### config.mk
export PLATFORM = sky130hd
export DESIGN_NAME = d7seg_scan_ctrl
export DESIGN_NICKNAME = d
export VERILOG_FILES = /design/src/rtl/d7seg_pkg.sv /design/src/rtl/d7seg_hex_decode.sv /design/src/rtl/d7seg_scan_ctrl.sv
export SDC_FILE = /design/constraint.sdc
export NUM_CORES = 1
export LEC_CHECK = 0
export ABC_AREA = 1
export CORE_ASPECT_RATIO = 1.5
export CORE_MARGIN = 4
export CORE_UTILIZATION = 55
export CTS_BUF_LIST = sky130_fd_sc_hd__clkbuf_4 sky130_fd_sc_hd__clkbuf_8
export DETAILED_ROUTE_END_ITERATION = 8
export PLACE_DENSITY = 0.85
export SLEW_MARGIN = 20
export SYNTH_ARGS = -nofsm -noshare
export SYNTH_HDL_FRONTEND = slang
export SYNTH_SLANG_ARGS = --single-unit
### constraint.sdc
create_clock -name clk_clk -period 2.4 [get_ports clk_clk]
set_input_delay 0.24 -clock clk_clk [delete_from_list [all_inputs] [get_ports clk_clk]]
set_output_delay 0.24 -clock clk_clk [all_outputs]
set_load 0.02 [all_outputs]
### src/rtl/d7seg_pkg.sv
// Shared definitions for the multiplexed 7-segment scan controller.
// Latency: n/a (types, constants and pure functions only).
// Backpressure: n/a.
//
// Contents:
//   SEG_W      - segment bus width, bit order {g,f,e,d,c,b,a}
//   DIGITS_MAX - largest digit count the scanner supports
//   HEX_SEG    - nibble -> active-high segment pattern table
//   seg_pol    - maps an active-high segment pattern onto pin polarity
package d7seg_pkg;

    localparam int SEG_W      = 7;
    localparam int DIGITS_MAX = 8;

    // Active-high patterns, index = nibble value. Lower-case b/d keep
    // 0xB/0xD distinguishable from 8/0 on a 7-segment face.
    localparam logic [SEG_W-1:0] HEX_SEG [16] = '{
        7'h3F,  // 0
        7'h06,  // 1
        7'h5B,  // 2
        7'h4F,  // 3
        7'h66,  // 4
        7'h6D,  // 5
        7'h7D,  // 6
        7'h07,  // 7
        7'h7F,  // 8
        7'h6F,  // 9
        7'h77,  // A
        7'h7C,  // b
        7'h39,  // C
        7'h5E,  // d
        7'h79,  // E
        7'h71   // F
    };

    // Polarity is applied once, right before the pin registers, so all
    // internal logic can stay active-high.
    function automatic logic [SEG_W-1:0] seg_pol(
        input logic [SEG_W-1:0] seg,
        input bit               active_low
    );
        return active_low ? ~seg : seg;
    endfunction

endpackage : d7seg_pkg

### src/rtl/d7seg_hex_decode.sv
// Nibble to 7-segment pattern decoder (active-high, before pin polarity).
// Latency: combinational, zero cycles.
// Backpressure: none; pure function of its input.
//
// Ports:
//   nibble_i - hex digit value 0..F
//   seg_o    - segment pattern {g,f,e,d,c,b,a}, 1 = segment lit
module d7seg_hex_decode
    import d7seg_pkg::*;
(
    input  logic [3:0]       nibble_i,
    output logic [SEG_W-1:0] seg_o
);

    assign seg_o = HEX_SEG[nibble_i];

endmodule : d7seg_hex_decode

### src/rtl/d7seg_scan_ctrl.sv
// Time-multiplexed N-digit 7-segment driver with double-buffered value, PWM dimming,
// Latency: one cycle from internal counter state to every pin (all outputs registered).
// Backpressure: none; load is a fire-and-forget strobe, the scan free-runs while enabled.
//
// Ports:
//   clk_clk        - system clock
//   reset_reset_n  - asynchronous active-low reset
//   enable         - scan enable; low clears the scan position and blanks the pins
//   load           - one-cycle strobe capturing value_in/dp_in into the pending buffer
//   value_in       - packed hex value, nibble i drives digit i (digit 0 = LSN)
//   dp_in          - decimal point per digit
//   lz_suppress    - blank leading zero digits (live, not buffered)
//   brightness     - PWM duty, 0 = off, all-ones = full on (live, not buffered)
//   seg_out        - segment pins {g,f,e,d,c,b,a}
//   dp_out         - decimal point pin
//   dig_out        - one-hot digit select pins
//   frame_done     - one-cycle pulse when the scan wraps back to digit 0
module d7seg_scan_ctrl
    import d7seg_pkg::*;
#(
    parameter int DIGITS         = 4,
    parameter int CLK_HZ         = 50_000_000,
    parameter int SCAN_HZ        = 1000,
    parameter int PWM_BITS       = 4,
    parameter int DEAD           = 2,
    parameter bit SEG_ACTIVE_LOW = 1'b1,
    parameter bit DIG_ACTIVE_LOW = 1'b1
) (
    input  logic                  clk_clk,
    input  logic                  reset_reset_n,
    input  logic                  enable,
    input  logic                  load,
    input  logic [4*DIGITS-1:0]   value_in,
    input  logic [DIGITS-1:0]     dp_in,
    input  logic                  lz_suppress,
    input  logic [PWM_BITS-1:0]   brightness,
    output logic [SEG_W-1:0]      seg_out,
    output logic                  dp_out,
    output logic [DIGITS-1:0]     dig_out,
    output logic                  frame_done
);

    localparam int TICK_DIV = CLK_HZ / SCAN_HZ;
    localparam int CNT_W    = (TICK_DIV > 1) ? $clog2(TICK_DIV) : 1;
    localparam int IDX_W    = (DIGITS > 1) ? $clog2(DIGITS) : 1;
    localparam int VAL_W    = 4 * DIGITS;

    localparam logic [CNT_W-1:0] SLOT_LAST = CNT_W'(TICK_DIV - 1);
    localparam logic [CNT_W-1:0] DEAD_C    = CNT_W'(DEAD);
    localparam logic [IDX_W-1:0] IDX_LAST  = IDX_W'(DIGITS - 1);

    // Pin levels while nothing is being driven.
    localparam logic [SEG_W-1:0]  SEG_IDLE = seg_pol({SEG_W{1'b0}}, SEG_ACTIVE_LOW);
    localparam logic              DP_IDLE  = SEG_ACTIVE_LOW;
    localparam logic [DIGITS-1:0] DIG_IDLE = {DIGITS{DIG_ACTIVE_LOW}};

    // ------------------------------------------------------------------
    // Elaboration-time parameter sanity
    // ------------------------------------------------------------------
    if (DIGITS < 1 || DIGITS > DIGITS_MAX) begin : g_bad_digits
        $error("d7seg_scan_ctrl: DIGITS must be 1..%0d", DIGITS_MAX);
    end
    // A slot must hold at least one full PWM period or the duty cycle is
    // truncated at the slot boundary.
    if (TICK_DIV < (1 << PWM_BITS)) begin : g_bad_tick
        $error("d7seg_scan_ctrl: TICK_DIV (%0d) shorter than PWM period", TICK_DIV);
    end
    if (DEAD >= TICK_DIV) begin : g_bad_dead
        $error("d7seg_scan_ctrl: DEAD (%0d) must be below TICK_DIV (%0d)", DEAD, TICK_DIV);
    end

    // ------------------------------------------------------------------
    // State
    // ------------------------------------------------------------------
    logic [CNT_W-1:0]    slot_cnt_q, slot_cnt_d;
    logic [PWM_BITS-1:0] pwm_cnt_q,  pwm_cnt_d;
    logic [IDX_W-1:0]    dig_idx_q,  dig_idx_d;

    logic [VAL_W-1:0]    pend_val_q, pend_val_d;
    logic [DIGITS-1:0]   pend_dp_q,  pend_dp_d;
    logic [VAL_W-1:0]    act_val_q,  act_val_d;
    logic [DIGITS-1:0]   act_dp_q,   act_dp_d;

    logic [SEG_W-1:0]    seg_out_q,    seg_out_d;
    logic                dp_out_q,     dp_out_d;
    logic [DIGITS-1:0]   dig_out_q,    dig_out_d;
    logic                frame_done_q, frame_done_d;

    // ------------------------------------------------------------------
    // Scan counters
    // ------------------------------------------------------------------
    logic slot_wrap;
    logic frame_wrap;

    assign slot_wrap  = enable && (slot_cnt_q == SLOT_LAST);
    assign frame_wrap = slot_wrap && (dig_idx_q == IDX_LAST);

    always_comb begin
        slot_cnt_d = '0;
        pwm_cnt_d  = '0;
        dig_idx_d  = '0;
        // Disabled: everything parks at zero so re-enable starts a clean
        // frame at digit 0, slot 0.
        if (enable) begin
            if (slot_wrap) begin
                slot_cnt_d = '0;
                pwm_cnt_d  = '0;
                dig_idx_d  = frame_wrap ? '0 : dig_idx_q + IDX_W'(1);
            end else begin
                slot_cnt_d = slot_cnt_q + CNT_W'(1);
                pwm_cnt_d  = pwm_cnt_q + PWM_BITS'(1);
                dig_idx_d  = dig_idx_q;
            end
        end
    end

    // ------------------------------------------------------------------
    // Double buffer: pending follows load, active only moves at the frame
    // boundary so a frame never shows a mix of old and new digits.
    // ------------------------------------------------------------------
    always_comb begin
        pend_val_d = load ? value_in : pend_val_q;
        pend_dp_d  = load ? dp_in    : pend_dp_q;

        act_val_d  = act_val_q;
        act_dp_d   = act_dp_q;
        if (frame_wrap) begin
            // A load landing exactly on the boundary goes straight to active;
            // otherwise it would sit in pending for a whole extra frame.
            act_val_d = load ? value_in : pend_val_q;
            act_dp_d  = load ? dp_in    : pend_dp_q;
        end
    end

    // ------------------------------------------------------------------
    // Current digit selection
    // ------------------------------------------------------------------
    logic [3:0]        cur_nib;
    logic              cur_dp;
    logic [DIGITS-1:0] cur_onehot;

    always_comb begin
        cur_nib    = '0;
        cur_dp     = 1'b0;
        cur_onehot = '0;
        for (int i = 0; i < DIGITS; i++) begin
            if (dig_idx_q == IDX_W'(i)) begin
                cur_nib       = act_val_q[4*i +: 4];
                cur_dp        = act_dp_q[i];
                cur_onehot[i] = 1'b1;
            end
        end
    end

    // Leading-zero blanking: walk from the most significant digit down,
    // keeping a running "everything from here up is zero" flag. Digit 0 is
    // excluded so a zero value still shows a single 0.
    logic lz_blank;
    logic zero_run;

    always_comb begin
        lz_blank = 1'b0;
        zero_run = 1'b1;
        for (int i = DIGITS - 1; i >= 1; i--) begin
            zero_run = zero_run && (act_val_q[4*i +: 4] == 4'h0);
            if (dig_idx_q == IDX_W'(i)) begin
                lz_blank = zero_run;
            end
        end
        lz_blank = lz_blank && lz_suppress;
    end

    logic [SEG_W-1:0] dec_seg;

    d7seg_hex_decode u_hex_decode (
        .nibble_i (cur_nib),
        .seg_o    (dec_seg)
    );

    // ------------------------------------------------------------------
    // Drive qualification and pin encoding
    // ------------------------------------------------------------------
    logic             pwm_on;
    logic             lit;
    logic [SEG_W-1:0] seg_on;

    // All-ones brightness is forced on so full scale really means 100 %
    // rather than (2^PWM_BITS - 1) / 2^PWM_BITS.
    assign pwm_on = (pwm_cnt_q < brightness) || (&brightness);
    assign lit    = enable && (slot_cnt_q >= DEAD_C) && pwm_on;

    // Segments and dp are blanked together with the digit select, so the
    // dead window also keeps the previous digit's pattern off the next
    // digit while the driver transistors switch over.
    assign seg_on = (lit && !lz_blank) ? dec_seg : '0;

    always_comb begin
        seg_out_d    = seg_pol(seg_on, SEG_ACTIVE_LOW);
        dp_out_d     = (lit && cur_dp) ^ SEG_ACTIVE_LOW;
        dig_out_d    = (lit ? cur_onehot : '0) ^ DIG_IDLE;
        frame_done_d = frame_wrap;
    end

    // ------------------------------------------------------------------
    // Registers
    // ------------------------------------------------------------------
    always_ff @(posedge clk_clk or negedge reset_reset_n) begin
        if (!reset_reset_n) begin
            slot_cnt_q   <= '0;
            pwm_cnt_q    <= '0;
            dig_idx_q    <= '0;
            pend_val_q   <= '0;
            pend_dp_q    <= '0;
            act_val_q    <= '0;
            act_dp_q     <= '0;
            seg_out_q    <= SEG_IDLE;
            dp_out_q     <= DP_IDLE;
            dig_out_q    <= DIG_IDLE;
            frame_done_q <= 1'b0;
        end else begin
            slot_cnt_q   <= slot_cnt_d;
            pwm_cnt_q    <= pwm_cnt_d;
            dig_idx_q    <= dig_idx_d;
            pend_val_q   <= pend_val_d;
            pend_dp_q    <= pend_dp_d;
            act_val_q    <= act_val_d;
            act_dp_q     <= act_dp_d;
            seg_out_q    <= seg_out_d;
            dp_out_q     <= dp_out_d;
            dig_out_q    <= dig_out_d;
            frame_done_q <= frame_done_d;
        end
    end

    assign seg_out    = seg_out_q;
    assign dp_out     = dp_out_q;
    assign dig_out    = dig_out_q;
    assign frame_done = frame_done_q;

endmodule : d7seg_scan_ctrl

==> results.json <==
{
  "ant_nets": 0,
  "setup_violations": 0,
  "post_synth_fa_ha_maj_area_fraction_pct": 5.23,
  "design_area_sq_um": 4560,
  "worstSetupStartpointType": "flop",
  "critPathRequiredTime_ps": 2670,
  "buffering_stage_count_on_the_worst_path_with_inverters_included": 3,
  "cell_family_with_the_largest_share_of_critical_path_delay": "simple AND/OR/NAND/NOR gates",
  "clock_latency_ps": 360,
  "max_freq_ghz": 0.460,
  "worstPathCellList": "inv_1 -> ha_2 -> nand2_1 -> nand2_1 -> nand3_1 -> nand2_1 -> inv_1 -> ha_1 -> inv_1 -> nand3_1 -> nand2_1 -> nor2_1 -> nor2_1 -> nand2_1",
  "synthDominantCellAreaShare_pct": 41.1,
  "grt_antenna_before_repair": 0,
  "grt_overflow_total": 0,
  "synth.area.top_cells": "sky130_fd_sc_hd__dfrtp_1 (41%), sky130_fd_sc_hd__nand2_1 (14%), sky130_fd_sc_hd__dfstp_2 (8.2%), sky130_fd_sc_hd__nor2_1 (6.0%), sky130_fd_sc_hd__mux2_2 (5.9%)",
  "yosys_register_bits": 75,
  "clock_tree.root_cell": "sky130_fd_sc_hd__clkbuf_8",
  "remaining_routing_drc_violations": 0,
  "syn_area_per_cell_sq_um": 8.59,
  "gpl.final_weighted_congestion": 0.856,
  "drt-wirelength-per-cell_microns": 13.3,
  "critical_path.max_fanout": 7,
  "chipWidth_microns": 76.1,
  "synth_enable_flop_cells": 0,
  "fp.dieH_microns": 110,
  "yosys.area_share.simple_pct": 28.7,
  "synth_top_family_by_area": "simple AND/OR/NAND/NOR gates",
  "setup-tns-final_ps": 0,
  "timing.critical_path.arrival_ps": 2450,
  "post_cts.repair.setup_buffers": 0,
  "timing.final.max_slew_violations": 0,
  "synthCells": 446,
  "drt-pass1-iter-count": 4,
  "relSlewSlack_pct": 49.2,
  "n_antenna_cell": 0,
  "grt_pass1_wl_mm": 13.0,
  "drive_gt1_share_pct": 15.2,
  "status": "complete, no violations",
  "timing_hold_violations_final": 0,
  "powerDensity_nw_per_um2": 587,
  "crit_type": "flop to flop",
  "vias_in_the_first_global_route": 2981,
  "clkSlewWorstSetupHoldPaths_ps": 70,
  "crit_path_end_kind": "flop",
  "total_leakage_power_nw": 2.20,
  "fp.coreArea_sq_um": 6810,
  "routed_via_density": 5.27,
  "cts_tree": "built",
  "syn_area_sq_um": 3830,
  "compound_gate_fraction_of_synth_area_pct": 2.84,
  "worstMarginPinSlew_ps": 762,
  "htree_num_levels": 3,
  "synth_cell_types": 31,
  "postPlaceCellArea_sq_um": 4300,
  "ioPinCount": 42,
  "cts_max_path_buffers": 2,
  "synth_xor_xnor_area_share_pct": 2.29,
  "detail_route.wirelength_mm": 7.68,
  "peak_per_stage_delay_on_the_critical_path_ps": 420,
  "num_vias": 3038,
  "num-nets-final": 539,
  "core.rowCount": 37,
  "synth.net_count": 491,
  "layout-area-overhead-vs-synth_pct": 19.0,
  "initial_utilization_pct": 56.3,
  "crit_path_frequent_cell": "sky130_fd_sc_hd__nand2_1",
  "port_buffers": 41,
  "async_set_reset_flop_share_out_of_synthesis_pct": 100,
  "die_footprint_sq_um": 8390,
  "synthMuxAreaShare_pct": 5.88,
  "dr.first_iter.drc_count": 237,
  "global_route.usage.total_pct": 19.4,
  "drv_cap": 0,
  "hold_path_class": "flop to flop",
  "clock-skew-final_ps": 8.97,
  "clock-sinks": 75,
  "postSynth.topFlopCell": "sky130_fd_sc_hd__dfrtp_1",
  "period_utilization_post_route_pct": 90.6,
  "seq_total_area_yosys_pct": 49.4,
  "ys_warn_count": 0,
  "r2r_setup_slack_ps": 230,
  "dpl.hpwl_mm": 5.69,
  "vdd.ir_drop.worst_mv": 0.562,
  "rsz0062_at_grt": "false",
  "pin_count_of_the_biggest_net_entering_global_routing": 43,
  "finalCriticalPeriod_ps": 2170,
  "cpMaxStageDelayCell": "sky130_fd_sc_hd__dfrtp_1",
  "synth_top_cell_by_area": "sky130_fd_sc_hd__dfrtp_1",
  "tritoncts.num_buffers": 9
}
-- state kept, by name (all words and copies together), names as in the netlist --
name,cells
act_val_q,16
pend_val_q,16
slot_cnt_q,16
seg_out,7
act_dp_q,4
dig_out,4
pend_dp_q,4
pwm_cnt_q,4
dig_idx_q,2
dp_out,1
frame_done,1
-- layout by cell type (no fill, tap or decap), types with 3 or more instances in the layout --
cell type                           n
sky130_fd_sc_hd__inv_1             36
sky130_fd_sc_hd__dfstp_2           12
sky130_fd_sc_hd__nand2_1          143
sky130_fd_sc_hd__nor2_4             3
sky130_fd_sc_hd__mux2_2            20
sky130_fd_sc_hd__nand4_1            6
sky130_fd_sc_hd__nand2_2            6
sky130_fd_sc_hd__ha_1              13
sky130_fd_sc_hd__xor2_1             8
sky130_fd_sc_hd__nor3_1             4
sky130_fd_sc_hd__o21ai_0           10
sky130_fd_sc_hd__nor2_2             3
sky130_fd_sc_hd__nand3_1           23
sky130_fd_sc_hd__inv_2              5
sky130_fd_sc_hd__nor2_1            61
sky130_fd_sc_hd__dfrtp_1           63
sky130_fd_sc_hd__clkbuf_8          10
sky130_fd_sc_hd__clkdlybuf4s50_1   40
sky130_fd_sc_hd__a21oi_1            4
-- cell families after synthesis --
group / after synthesis
simple gates: 256
flops: 75
buf+inv: 49
compound gates: 20
mux: 20
fa+ha+maj: 16
xor+xnor: 10
-- final timing paths --
kind                                          start                        to  cells after the start
max                        dig_idx_q[0]$_DFFE_PN0P_      seg_out[0]$_DFF_PN1_                     14
min                        act_val_q[1]$_DFFE_PN0P_  act_val_q[1]$_DFFE_PN0P_                      2
max reg2reg                dig_idx_q[0]$_DFFE_PN0P_      seg_out[0]$_DFF_PN1_                     14
min reg2reg                act_val_q[1]$_DFFE_PN0P_  act_val_q[1]$_DFFE_PN0P_                      2
max in group asynchronous             reset_reset_n      seg_out[4]$_DFF_PN1_                      3
min in group asynchronous             reset_reset_n    pwm_cnt_q[3]$_DFF_PN0_                      2
-- power breakdown --
part	internal [W]	switching (W)
logic	0.000121	0.000119
clock network	0.000637	0.000448
registers	0.00133	0.0000213
total	0.00209	0.000588
-- what timing repair did --
item                                    4_1_cts  5_1_grt
hold buffers                                  1        0
endpoints found under the hold margin        23        0
resized for setup                             0        4
endpoints found under the setup margin        0        2
-- routing by layer --
metal / track usage (%) / share of wire (%) / vias to the layer above
met1: 22.1 / 40 / 1432
met3: 3.82 / 4.5 / 22
met4: 12.1 / 3.2 / 0
li1: - / - / 1497
met5: 0 / 0 / -
met2: 33.5 / 52 / 87
-- synthesized netlist by cell type (all sizes together) (4+ instances only) --
library cell / count
nand3: 25
buf: 7
nand4: 6
a21oi: 4
nor2: 67
xor2: 8
dfstp: 12
nand2: 150
mux2: 20
dfrtp: 63
nor3: 4
inv: 41
o21ai: 11
ha: 16
-- worst register-to-register path, cell delays in order, from the launching register on --
cell and delay, ps:
sky130_fd_sc_hd__dfrtp_1 420, sky130_fd_sc_hd__inv_1 160, sky130_fd_sc_hd__ha_2 290, sky130_fd_sc_hd__nand2_1 70, sky130_fd_sc_hd__nand2_1 60, sky130_fd_sc_hd__nand3_1 60
sky130_fd_sc_hd__nand2_1 190, sky130_fd_sc_hd__inv_1 120, sky130_fd_sc_hd__ha_1 240, sky130_fd_sc_hd__inv_1 80, sky130_fd_sc_hd__nand3_1 100, sky130_fd_sc_hd__nand2_1 90
sky130_fd_sc_hd__nor2_1 40, sky130_fd_sc_hd__nor2_1 110, sky130_fd_sc_hd__nand2_1 60
-- through the flow --
step           utilization, %  total power (W)  instances  setup WS, ps  hold slack (ps)
5_1_grt                  67.0          0.00278        577          13.2              502
3_5_place_dp             63.2          0.00162        560           185              348
2_1_floorplan               -          0.00149        446           463            -55.6
4_1_cts                  66.7          0.00270        577           153              481
6_report                 67.0          0.00268        577           226              477
3_3_place_gp             63.2          0.00161        560           310              349
-- final cells by class --
class                      instances  area (sq um)
clock buffer                      12           153
clock inverter                     4          73.8
fill                             552          2250
inverter                          41           154
multi-input combinational        322          1740
sequential                        75          1890
tap                               78          97.6
timing repair buffer              45           450
No activity file was read; power rests on OpenSTA's default activity.
